`config.mk`:
```
export PLATFORM = sky130hd
export DESIGN_NAME = multicycle_main_control_flat
export DESIGN_NICKNAME = d
export VERILOG_FILES = /design/src/rtl/multicycle_main_control_if.sv /design/src/rtl/multicycle_main_control.sv /design/src/flat_wrapper.sv
export SDC_FILE = /design/constraint.sdc
export NUM_CORES = 1
export LEC_CHECK = 0
export CORE_ASPECT_RATIO = 0.6
export CORE_MARGIN = 4
export CORE_UTILIZATION = 42
export DETAILED_ROUTE_END_ITERATION = 12
export HOLD_SLACK_MARGIN = 0.1
export PLACE_DENSITY_LB_ADDON = 0.08
export SYNTH_ARGS = -nofsm -noshare
export SYNTH_HDL_FRONTEND = slang
export SYNTH_SLANG_ARGS = --single-unit
```
`constraint.sdc`:
```
create_clock -name clk -period 2.2 [get_ports clk]
set_clock_uncertainty 0.15 [all_clocks]
set_input_delay 0.33 -clock clk [delete_from_list [all_inputs] [get_ports clk]]
set_output_delay 0.33 -clock clk [all_outputs]
set_load 0.02 [all_outputs]
```
`src/rtl/multicycle_main_control_if.sv`:
```
// Control bundle between the multi-cycle main controller and its datapath/memory.
// No logic: signal grouping only. The controller side uses 'master'.
// Handshake: mem_req is held until mem_ready; the datapath side supplies start/opcode/mem_ready.
interface multicycle_main_control_if #(
    parameter int CNT_W = 32
);
    logic             start;
    logic [6:0]       opcode;
    logic             mem_ready;
    logic             mem_req;
    logic             mem_we;
    logic             adr_src;
    logic             ir_write;
    logic             pc_write;
    logic             branch;
    logic             jump;
    logic [1:0]       alu_src_a;
    logic [1:0]       alu_src_b;
    logic [1:0]       alu_op;
    logic [1:0]       result_src;
    logic             reg_write;
    logic             illegal_op;
    logic             mem_timeout;
    logic [3:0]       state_o;
    logic [CNT_W-1:0] retired;

    modport master (
        input  start, opcode, mem_ready,
        output mem_req, mem_we, adr_src, ir_write, pc_write, branch, jump,
               alu_src_a, alu_src_b, alu_op, result_src, reg_write,
               illegal_op, mem_timeout, state_o, retired
    );

    modport slave (
        output start, opcode, mem_ready,
        input  mem_req, mem_we, adr_src, ir_write, pc_write, branch, jump,
               alu_src_a, alu_src_b, alu_op, result_src, reg_write,
               illegal_op, mem_timeout, state_o, retired
    );
endinterface

```
`src/rtl/multicycle_main_control.sv`:
```
// Multi-cycle RV32I main control FSM: sequences fetch/decode/execute/memory/writeback.
// Latency: one state per cycle; memory states stall until mem_ready or MEM_TIMEOUT cycles.
// Backpressure: mem_req held while mem_ready=0; timeout traps until reset_n.
module multicycle_main_control #(
    parameter int MEM_TIMEOUT  = 16,
    parameter bit SUPPORT_JALR = 1'b1,
    parameter int CNT_W        = 32
) (
    input logic                       clk,
    input logic                       reset_n,
    multicycle_main_control_if.master bus
);

    typedef enum logic [3:0] {
        S_IDLE      = 4'd0,
        S_FETCH     = 4'd1,
        S_DECODE    = 4'd2,
        S_MEM_ADR   = 4'd3,
        S_MEM_READ  = 4'd4,
        S_MEM_WB    = 4'd5,
        S_MEM_WRITE = 4'd6,
        S_EXEC_R    = 4'd7,
        S_EXEC_I    = 4'd8,
        S_ALU_WB    = 4'd9,
        S_BRANCH    = 4'd10,
        S_JUMP      = 4'd11,
        S_JALR_ADR  = 4'd12,
        S_TRAP      = 4'd15
    } state_t;

    typedef struct packed {
        logic       fetch;
        logic       mem_req;
        logic       mem_we;
        logic       adr_src;
        logic       pc_write;
        logic       branch;
        logic       jump;
        logic [1:0] alu_src_a;
        logic [1:0] alu_src_b;
        logic [1:0] alu_op;
        logic [1:0] result_src;
        logic       reg_write;
    } ctl_t;

    localparam logic [6:0] OP_LOAD   = 7'b0000011;
    localparam logic [6:0] OP_STORE  = 7'b0100011;
    localparam logic [6:0] OP_RTYPE  = 7'b0110011;
    localparam logic [6:0] OP_ITYPE  = 7'b0010011;
    localparam logic [6:0] OP_BRANCH = 7'b1100011;
    localparam logic [6:0] OP_JAL    = 7'b1101111;
    localparam logic [6:0] OP_JALR   = 7'b1100111;

    localparam int              WAIT_W    = $clog2(MEM_TIMEOUT);
    localparam logic [WAIT_W-1:0] WAIT_LAST = WAIT_W'(MEM_TIMEOUT - 1);

    state_t             state_q;
    state_t             state_nxt;
    logic [WAIT_W-1:0]  wait_q;
    logic [WAIT_W-1:0]  wait_nxt;
    logic [CNT_W-1:0]   retired_q;
    logic               illegal_q;
    logic               timeout_q;
    ctl_t               ctl_q;
    logic               retire;
    logic               trap_ill;
    logic               trap_to;
    logic               in_mem;

    // Moore control word for a state; 'fetch' marks the cycles where ir/pc writes follow mem_ready.
    function automatic ctl_t ctl_decode(input state_t s);
        ctl_t c;
        c = '0;
        case (s)
            S_FETCH: begin
                c.fetch      = 1'b1;
                c.mem_req    = 1'b1;
                c.alu_src_b  = 2'b10;
                c.result_src = 2'b10;
            end
            S_DECODE: begin
                c.alu_src_a = 2'b01;
                c.alu_src_b = 2'b01;
            end
            S_MEM_ADR, S_JALR_ADR: begin
                c.alu_src_a = 2'b10;
                c.alu_src_b = 2'b01;
            end
            S_MEM_READ: begin
                c.mem_req = 1'b1;
                c.adr_src = 1'b1;
            end
            S_MEM_WB: begin
                c.result_src = 2'b01;
                c.reg_write  = 1'b1;
            end
            S_MEM_WRITE: begin
                c.mem_req = 1'b1;
                c.mem_we  = 1'b1;
                c.adr_src = 1'b1;
            end
            S_EXEC_R: begin
                c.alu_src_a = 2'b10;
                c.alu_op    = 2'b10;
            end
            S_EXEC_I: begin
                c.alu_src_a = 2'b10;
                c.alu_src_b = 2'b01;
                c.alu_op    = 2'b10;
            end
            S_ALU_WB: begin
                c.reg_write = 1'b1;
            end
            S_BRANCH: begin
                c.alu_src_a = 2'b10;
                c.alu_op    = 2'b01;
                c.branch    = 1'b1;
            end
            S_JUMP: begin
                c.alu_src_a = 2'b01;
                c.alu_src_b = 2'b10;
                c.pc_write  = 1'b1;
                c.jump      = 1'b1;
            end
            default: c = '0;
        endcase
        return c;
    endfunction

    assign in_mem = (state_q == S_FETCH) || (state_q == S_MEM_READ) || (state_q == S_MEM_WRITE);

    // Next-state selection, end-of-instruction detection and memory wait/timeout tracking.
    always_comb begin
        state_nxt = state_q;
        wait_nxt  = '0;
        retire    = 1'b0;
        trap_ill  = 1'b0;
        trap_to   = 1'b0;
        case (state_q)
            S_IDLE:     if (bus.start) state_nxt = S_FETCH;
            S_FETCH:    if (bus.mem_ready) state_nxt = S_DECODE;
            S_DECODE: begin
                case (bus.opcode)
                    OP_LOAD, OP_STORE: state_nxt = S_MEM_ADR;
                    OP_RTYPE:          state_nxt = S_EXEC_R;
                    OP_ITYPE:          state_nxt = S_EXEC_I;
                    OP_BRANCH:         state_nxt = S_BRANCH;
                    OP_JAL:            state_nxt = S_JUMP;
                    OP_JALR: begin
                        if (SUPPORT_JALR) begin
                            state_nxt = S_JALR_ADR;
                        end else begin
                            state_nxt = S_TRAP;
                            trap_ill  = 1'b1;
                        end
                    end
                    default: begin
                        state_nxt = S_TRAP;
                        trap_ill  = 1'b1;
                    end
                endcase
            end
            S_MEM_ADR:  state_nxt = (bus.opcode == OP_STORE) ? S_MEM_WRITE : S_MEM_READ;
            S_MEM_READ: if (bus.mem_ready) state_nxt = S_MEM_WB;
            S_MEM_WRITE: begin
                if (bus.mem_ready) begin
                    retire    = 1'b1;
                    state_nxt = bus.start ? S_FETCH : S_IDLE;
                end
            end
            S_MEM_WB, S_ALU_WB, S_BRANCH: begin
                retire    = 1'b1;
                state_nxt = bus.start ? S_FETCH : S_IDLE;
            end
            S_EXEC_R, S_EXEC_I: state_nxt = S_ALU_WB;
            S_JALR_ADR:         state_nxt = S_JUMP;
            S_JUMP:             state_nxt = S_ALU_WB;
            S_TRAP:             state_nxt = S_TRAP;
            default:            state_nxt = S_TRAP;
        endcase
        // A ready on the last allowed cycle wins over the timeout.
        if (in_mem && !bus.mem_ready) begin
            if (wait_q == WAIT_LAST) begin
                state_nxt = S_TRAP;
                trap_to   = 1'b1;
            end else begin
                wait_nxt = wait_q + WAIT_W'(1);
            end
        end
    end

    // State, counters, sticky flags and registered Moore control word.
    always_ff @(posedge clk) begin
        if (!reset_n) begin
            state_q   <= S_IDLE;
            wait_q    <= '0;
            retired_q <= '0;
            illegal_q <= 1'b0;
            timeout_q <= 1'b0;
            ctl_q     <= '0;
        end else begin
            state_q <= state_nxt;
            wait_q  <= wait_nxt;
            ctl_q   <= ctl_decode(state_nxt);
            if (retire)   retired_q <= retired_q + CNT_W'(1);
            if (trap_ill) illegal_q <= 1'b1;
            if (trap_to)  timeout_q <= 1'b1;
        end
    end

    assign bus.mem_req     = ctl_q.mem_req;
    assign bus.mem_we      = ctl_q.mem_we;
    assign bus.adr_src     = ctl_q.adr_src;
    assign bus.ir_write    = ctl_q.fetch & bus.mem_ready;
    assign bus.pc_write    = ctl_q.pc_write | (ctl_q.fetch & bus.mem_ready);
    assign bus.branch      = ctl_q.branch;
    assign bus.jump        = ctl_q.jump;
    assign bus.alu_src_a   = ctl_q.alu_src_a;
    assign bus.alu_src_b   = ctl_q.alu_src_b;
    assign bus.alu_op      = ctl_q.alu_op;
    assign bus.result_src  = ctl_q.result_src;
    assign bus.reg_write   = ctl_q.reg_write;
    assign bus.illegal_op  = illegal_q;
    assign bus.mem_timeout = timeout_q;
    assign bus.state_o     = state_q;
    assign bus.retired     = retired_q;

endmodule

```
`src/flat_wrapper.sv`:
```
// flat-port wrapper written by rule: the top's interface ports become plain ports
module multicycle_main_control_flat 
#(
    parameter int MEM_TIMEOUT  = 16,
    parameter bit SUPPORT_JALR = 1'b1,
    parameter int CNT_W        = 32
)
  (clk, reset_n, bus_start, bus_opcode, bus_mem_ready, bus_mem_req, bus_mem_we, bus_adr_src, bus_ir_write, bus_pc_write, bus_branch, bus_jump, bus_alu_src_a, bus_alu_src_b, bus_alu_op, bus_result_src, bus_reg_write, bus_illegal_op, bus_mem_timeout, bus_state_o, bus_retired);
  multicycle_main_control_if #(.CNT_W(CNT_W)) bus_i ();
  input logic clk;
  input logic reset_n;
  input wire logic [$bits(bus_i.start)-1:0] bus_start;
  input wire logic [$bits(bus_i.opcode)-1:0] bus_opcode;
  input wire logic [$bits(bus_i.mem_ready)-1:0] bus_mem_ready;
  output wire logic [$bits(bus_i.mem_req)-1:0] bus_mem_req;
  output wire logic [$bits(bus_i.mem_we)-1:0] bus_mem_we;
  output wire logic [$bits(bus_i.adr_src)-1:0] bus_adr_src;
  output wire logic [$bits(bus_i.ir_write)-1:0] bus_ir_write;
  output wire logic [$bits(bus_i.pc_write)-1:0] bus_pc_write;
  output wire logic [$bits(bus_i.branch)-1:0] bus_branch;
  output wire logic [$bits(bus_i.jump)-1:0] bus_jump;
  output wire logic [$bits(bus_i.alu_src_a)-1:0] bus_alu_src_a;
  output wire logic [$bits(bus_i.alu_src_b)-1:0] bus_alu_src_b;
  output wire logic [$bits(bus_i.alu_op)-1:0] bus_alu_op;
  output wire logic [$bits(bus_i.result_src)-1:0] bus_result_src;
  output wire logic [$bits(bus_i.reg_write)-1:0] bus_reg_write;
  output wire logic [$bits(bus_i.illegal_op)-1:0] bus_illegal_op;
  output wire logic [$bits(bus_i.mem_timeout)-1:0] bus_mem_timeout;
  output wire logic [$bits(bus_i.state_o)-1:0] bus_state_o;
  output wire logic [$bits(bus_i.retired)-1:0] bus_retired;
  assign bus_i.start = bus_start;
  assign bus_i.opcode = bus_opcode;
  assign bus_i.mem_ready = bus_mem_ready;
  assign bus_mem_req = bus_i.mem_req;
  assign bus_mem_we = bus_i.mem_we;
  assign bus_adr_src = bus_i.adr_src;
  assign bus_ir_write = bus_i.ir_write;
  assign bus_pc_write = bus_i.pc_write;
  assign bus_branch = bus_i.branch;
  assign bus_jump = bus_i.jump;
  assign bus_alu_src_a = bus_i.alu_src_a;
  assign bus_alu_src_b = bus_i.alu_src_b;
  assign bus_alu_op = bus_i.alu_op;
  assign bus_result_src = bus_i.result_src;
  assign bus_reg_write = bus_i.reg_write;
  assign bus_illegal_op = bus_i.illegal_op;
  assign bus_mem_timeout = bus_i.mem_timeout;
  assign bus_state_o = bus_i.state_o;
  assign bus_retired = bus_i.retired;
  multicycle_main_control #(.MEM_TIMEOUT(MEM_TIMEOUT), .SUPPORT_JALR(SUPPORT_JALR), .CNT_W(CNT_W)) u_core (.clk(clk), .reset_n(reset_n), .bus(bus_i));
endmodule
```
==> flow_summary.json <==
{
  "h-tree-depth": 2,
  "p_clk_share_pct": 19.9,
  "yosysTopAreaCellShare_pct": 41.5,
  "gr-usage-met2_pct": 24.5,
  "cp-startpoint": "bus_opcode[0]",
  "end_kind": "flip-flop",
  "synthAdderAreaFrac_pct": 0.944,
  "synthSimpleGateAreaFrac_pct": 30.3,
  "drive_gt1_share_pct": 21.7,
  "gp_congestion": 0.855,
  "drtAntennaViolNets": 0,
  "yosysWarningCount": 0,
  "synth_top_family_by_area": "simple AND/OR/NAND/NOR gates",
  "grt_pass1_wl_um": 11800,
  "yosysTopAreaCell": "dfxtp_1",
  "grt_usage_pct": 18.4,
  "rsz0062_at_grt": "yes",
  "ys_top_cells_by_count": "dfxtp_1 (55), nor2_1 (47), xor2_1 (18), nand2_1 (17), xnor2_1 (15)",
  "final_max_slew_viol_count": 0,
  "fin_crit_ns": 2.16,
  "path_cells": "clkdlybuf4s50_1, and3b_1, a31oi_1, or4b_1, buf_4, o41ai_2",
  "die_w_um": 111,
  "synth.avg_cell_area_um2": 8.89,
  "cts_tree": "built",
  "synth_cell_types": 59,
  "synth-compound-area-share_pct": 11.5,
  "cts_buffer_depth": 2,
  "maxCapViolations": 0,
  "wl_per_cell_um": 14.0,
  "tightest_slew_ns": 0.431,
  "power_leakage_uw": 0.00158,
  "cp-start-kind": "input port",
  "whs_ns": 0.293,
  "max_freq_mhz": 463,
  "status": "complete, no violations",
  "die_h_um": 69.5,
  "place_area_um2": 3720,
  "overflow": 0,
  "grt_antenna_before_repair": 0,
  "internal_power_uw": 1910,
  "cts.clk_slew.worst_paths_ns": 0.10,
  "antenna_cells": 0,
  "synth_mux_area_share_pct": 0.803,
  "ys_top_cells_by_area": "dfxtp_1 (42%), nor2_1 (6.7%), xor2_1 (5.9%)",
  "r2r-start": "u_core.bus.state_o[2]$_SDFF_PN0_",
  "finalSetupViolations": 0,
  "area_delta_synth_final_pct": 48.3,
  "cts_root_buf": "clkbuf_8",
  "p_switching_uw": 1000,
  "power_density_nw_per_um2": 740,
  "finalPower_uw": 2910,
  "fin_util_pct": 64.3,
  "wl_um": 6920,
  "maxSlewHeadroom_pct": 71.1,
  "synth_xor_area_share_pct": 10.9,
  "core_um2": 6110,
  "holdCritStartpoint": "u_core.wait_q[0]$_SDFF_PP0_",
  "vias_per_cell": 5.12,
  "grt_pass1_vias": 2359,
  "firstDrtPassIters": 4,
  "grt_max_degree": 20,
  "drtIter0Drc": 185,
  "hold_violations": 0,
  "via_count": 2527,
  "synth_cells": 298,
  "vdd_ir_drop_max_mv": 0.381,
  "clock-sinks": 55,
  "fp-row-count": 22,
  "synth_seq_cells": 55,
  "clkLatencyLatePin_ns": 0.32,
  "yosysMostFrequentCell": "dfxtp_1",
  "numPortBuffers": 64,
  "ys_dominant_reg_cell": "dfxtp_1",
  "met1_usage_pct": 28.7,
  "cts_hold_buf": 0,
  "final_area_um2": 3930,
  "initial_core_util_pct": 43.4,
  "use_met3_pct": 4.97,
  "switching_share_pct": 34.4,
  "crit_arrival_ns": 2.23,
  "path_max_fanout": 4,
  "crit_required_ns": 2.27,
  "io_pins": 65,
  "drc": 0,
  "globalRoute.busiestLayer": "met1",
  "synth_nets": 311,
  "fin_cells": 494,
  "final_nets": 422,
  "cpPeakStageDelay_ns": 0.57,
  "async_flop_share_pct": 0,
  "min_path_type": "flip-flop to flip-flop",
  "die_area_um2": 7690,
  "syn_area_um2": 2650,
  "pwr-share-seq_pct": 38.4,
  "cp_slowest_cell": "or4b_1",
  "synth_edf_count": 0,
  "ys_seq_area_share_pct": 41.5,
  "critical_path_class": "input port to flip-flop",
  "power_frac_comb_pct": 41.7,
  "fin_crit_sh_pct": 98.1,
  "cts_made_buffers": 5,
  "dp_cells": 483,
  "hpwl_um": 5210
}
path summary, 6_finish.rpt:
kind | end | slack, ns | depth (start not counted)
setup / recovery | u_core.bus.alu_src_b[0]$_SDFF_PN0_ | 0.04 | 6
hold / removal | u_core.wait_q[0]$_SDFF_PP0_ | 0.29 | 1
setup reg to reg | u_core.bus.mem_req$_SDFF_PN0_ | 0.08 | 9
hold reg to reg | u_core.wait_q[0]$_SDFF_PP0_ | 0.29 | 1
stage by stage:
| stage | setup WS [ns] | TNS, ns |
|---|---|---|
| CTS | 0.0108 | 0 |
| finish | 0.0419 | 0 |
| global route | -0.0316 | -0.0928 |
| detailed placement | -0.398 | -6.95 |
| floorplan | 0.0150 | 0 |
| global placement | -0.361 | -5.77 |
kinds of logic (layout without fill, tap and decap cells):
family,after synthesis,count (layout)
xor gates and xnor gates,33,33
buffers and inverters,21,133
DFF,55,55
AOI/OAI and AO/OA,39,39
adders and majority gates,2,2
muxes,2,2
and+or+nand+nor,146,146
critical path: cells and delay by family:
kind            cells  cell delay [ns]
compound gates      2             0.41
buf+inv             2             0.69
simple gates        2             0.78
cell usage in the layout, fill, tap and decap left out, types with 5 or more instances in the layout:
cell and instances:
a21oi_1 5, and3_1 10, o21ai_0 8, clkdlybuf4s50_1 57
nor3_1 7, and4_1 7, xnor2_1 14, nand3_1 12
inv_1 8, nand4_1 6, nor2_1 47, nand2_1 17
dlygate4sd2_1 5, buf_4 48, clkbuf_8 5, xor2_1 18
nand2b_1 5, dfxtp_1 51
timing repair:
item | in CTS | in global routing
pin swaps | 5 | 7
buffers inserted | 0 | 3
resized for setup | 14 | 19
endpoints found under the setup margin | 8 | 14
registers in the layout, indices dropped and copies added (netlist names):
register,flops
u_core.bus.adr_src,1
u_core.bus.alu_op,2
u_core.bus.alu_src_a,2
u_core.bus.alu_src_b,2
u_core.bus.illegal_op,1
u_core.bus.mem_req,1
u_core.bus.mem_timeout,1
u_core.bus.mem_we,1
u_core.bus.reg_write,1
u_core.bus.result_src,2
u_core.bus.retired,32
u_core.bus.state_o,4
u_core.ctl_q,1
u_core.wait_q,4
area by class of cell:
type	instances	area, um2
clock buffers	6	72.6
clock inverters	2	16.3
fillers	536	2180
inverters	9	33.8
multi-input cells	222	1540
flip-flops and latches	55	1110
well taps	84	105
repair buffers	116	1050
power by group through the flow:
stage          Sequential, uW  Combinational, uW  Clock, uW
4_1_cts                  1110               1130        600
5_1_grt                  1130               1300        637
3_3_place_gp             1130               1100          0
6_report                 1120               1210        580
3_5_place_dp             1140               1110          0
2_1_floorplan            1230                527          0
routing by layer:
layer,part of all wire [%],wire length [um]
met5,0,0
met4,1.0,70
met3,6.6,458
met2,39,2700
met1,53,3690
Note: power is estimated with default switching activity, not from simulation.
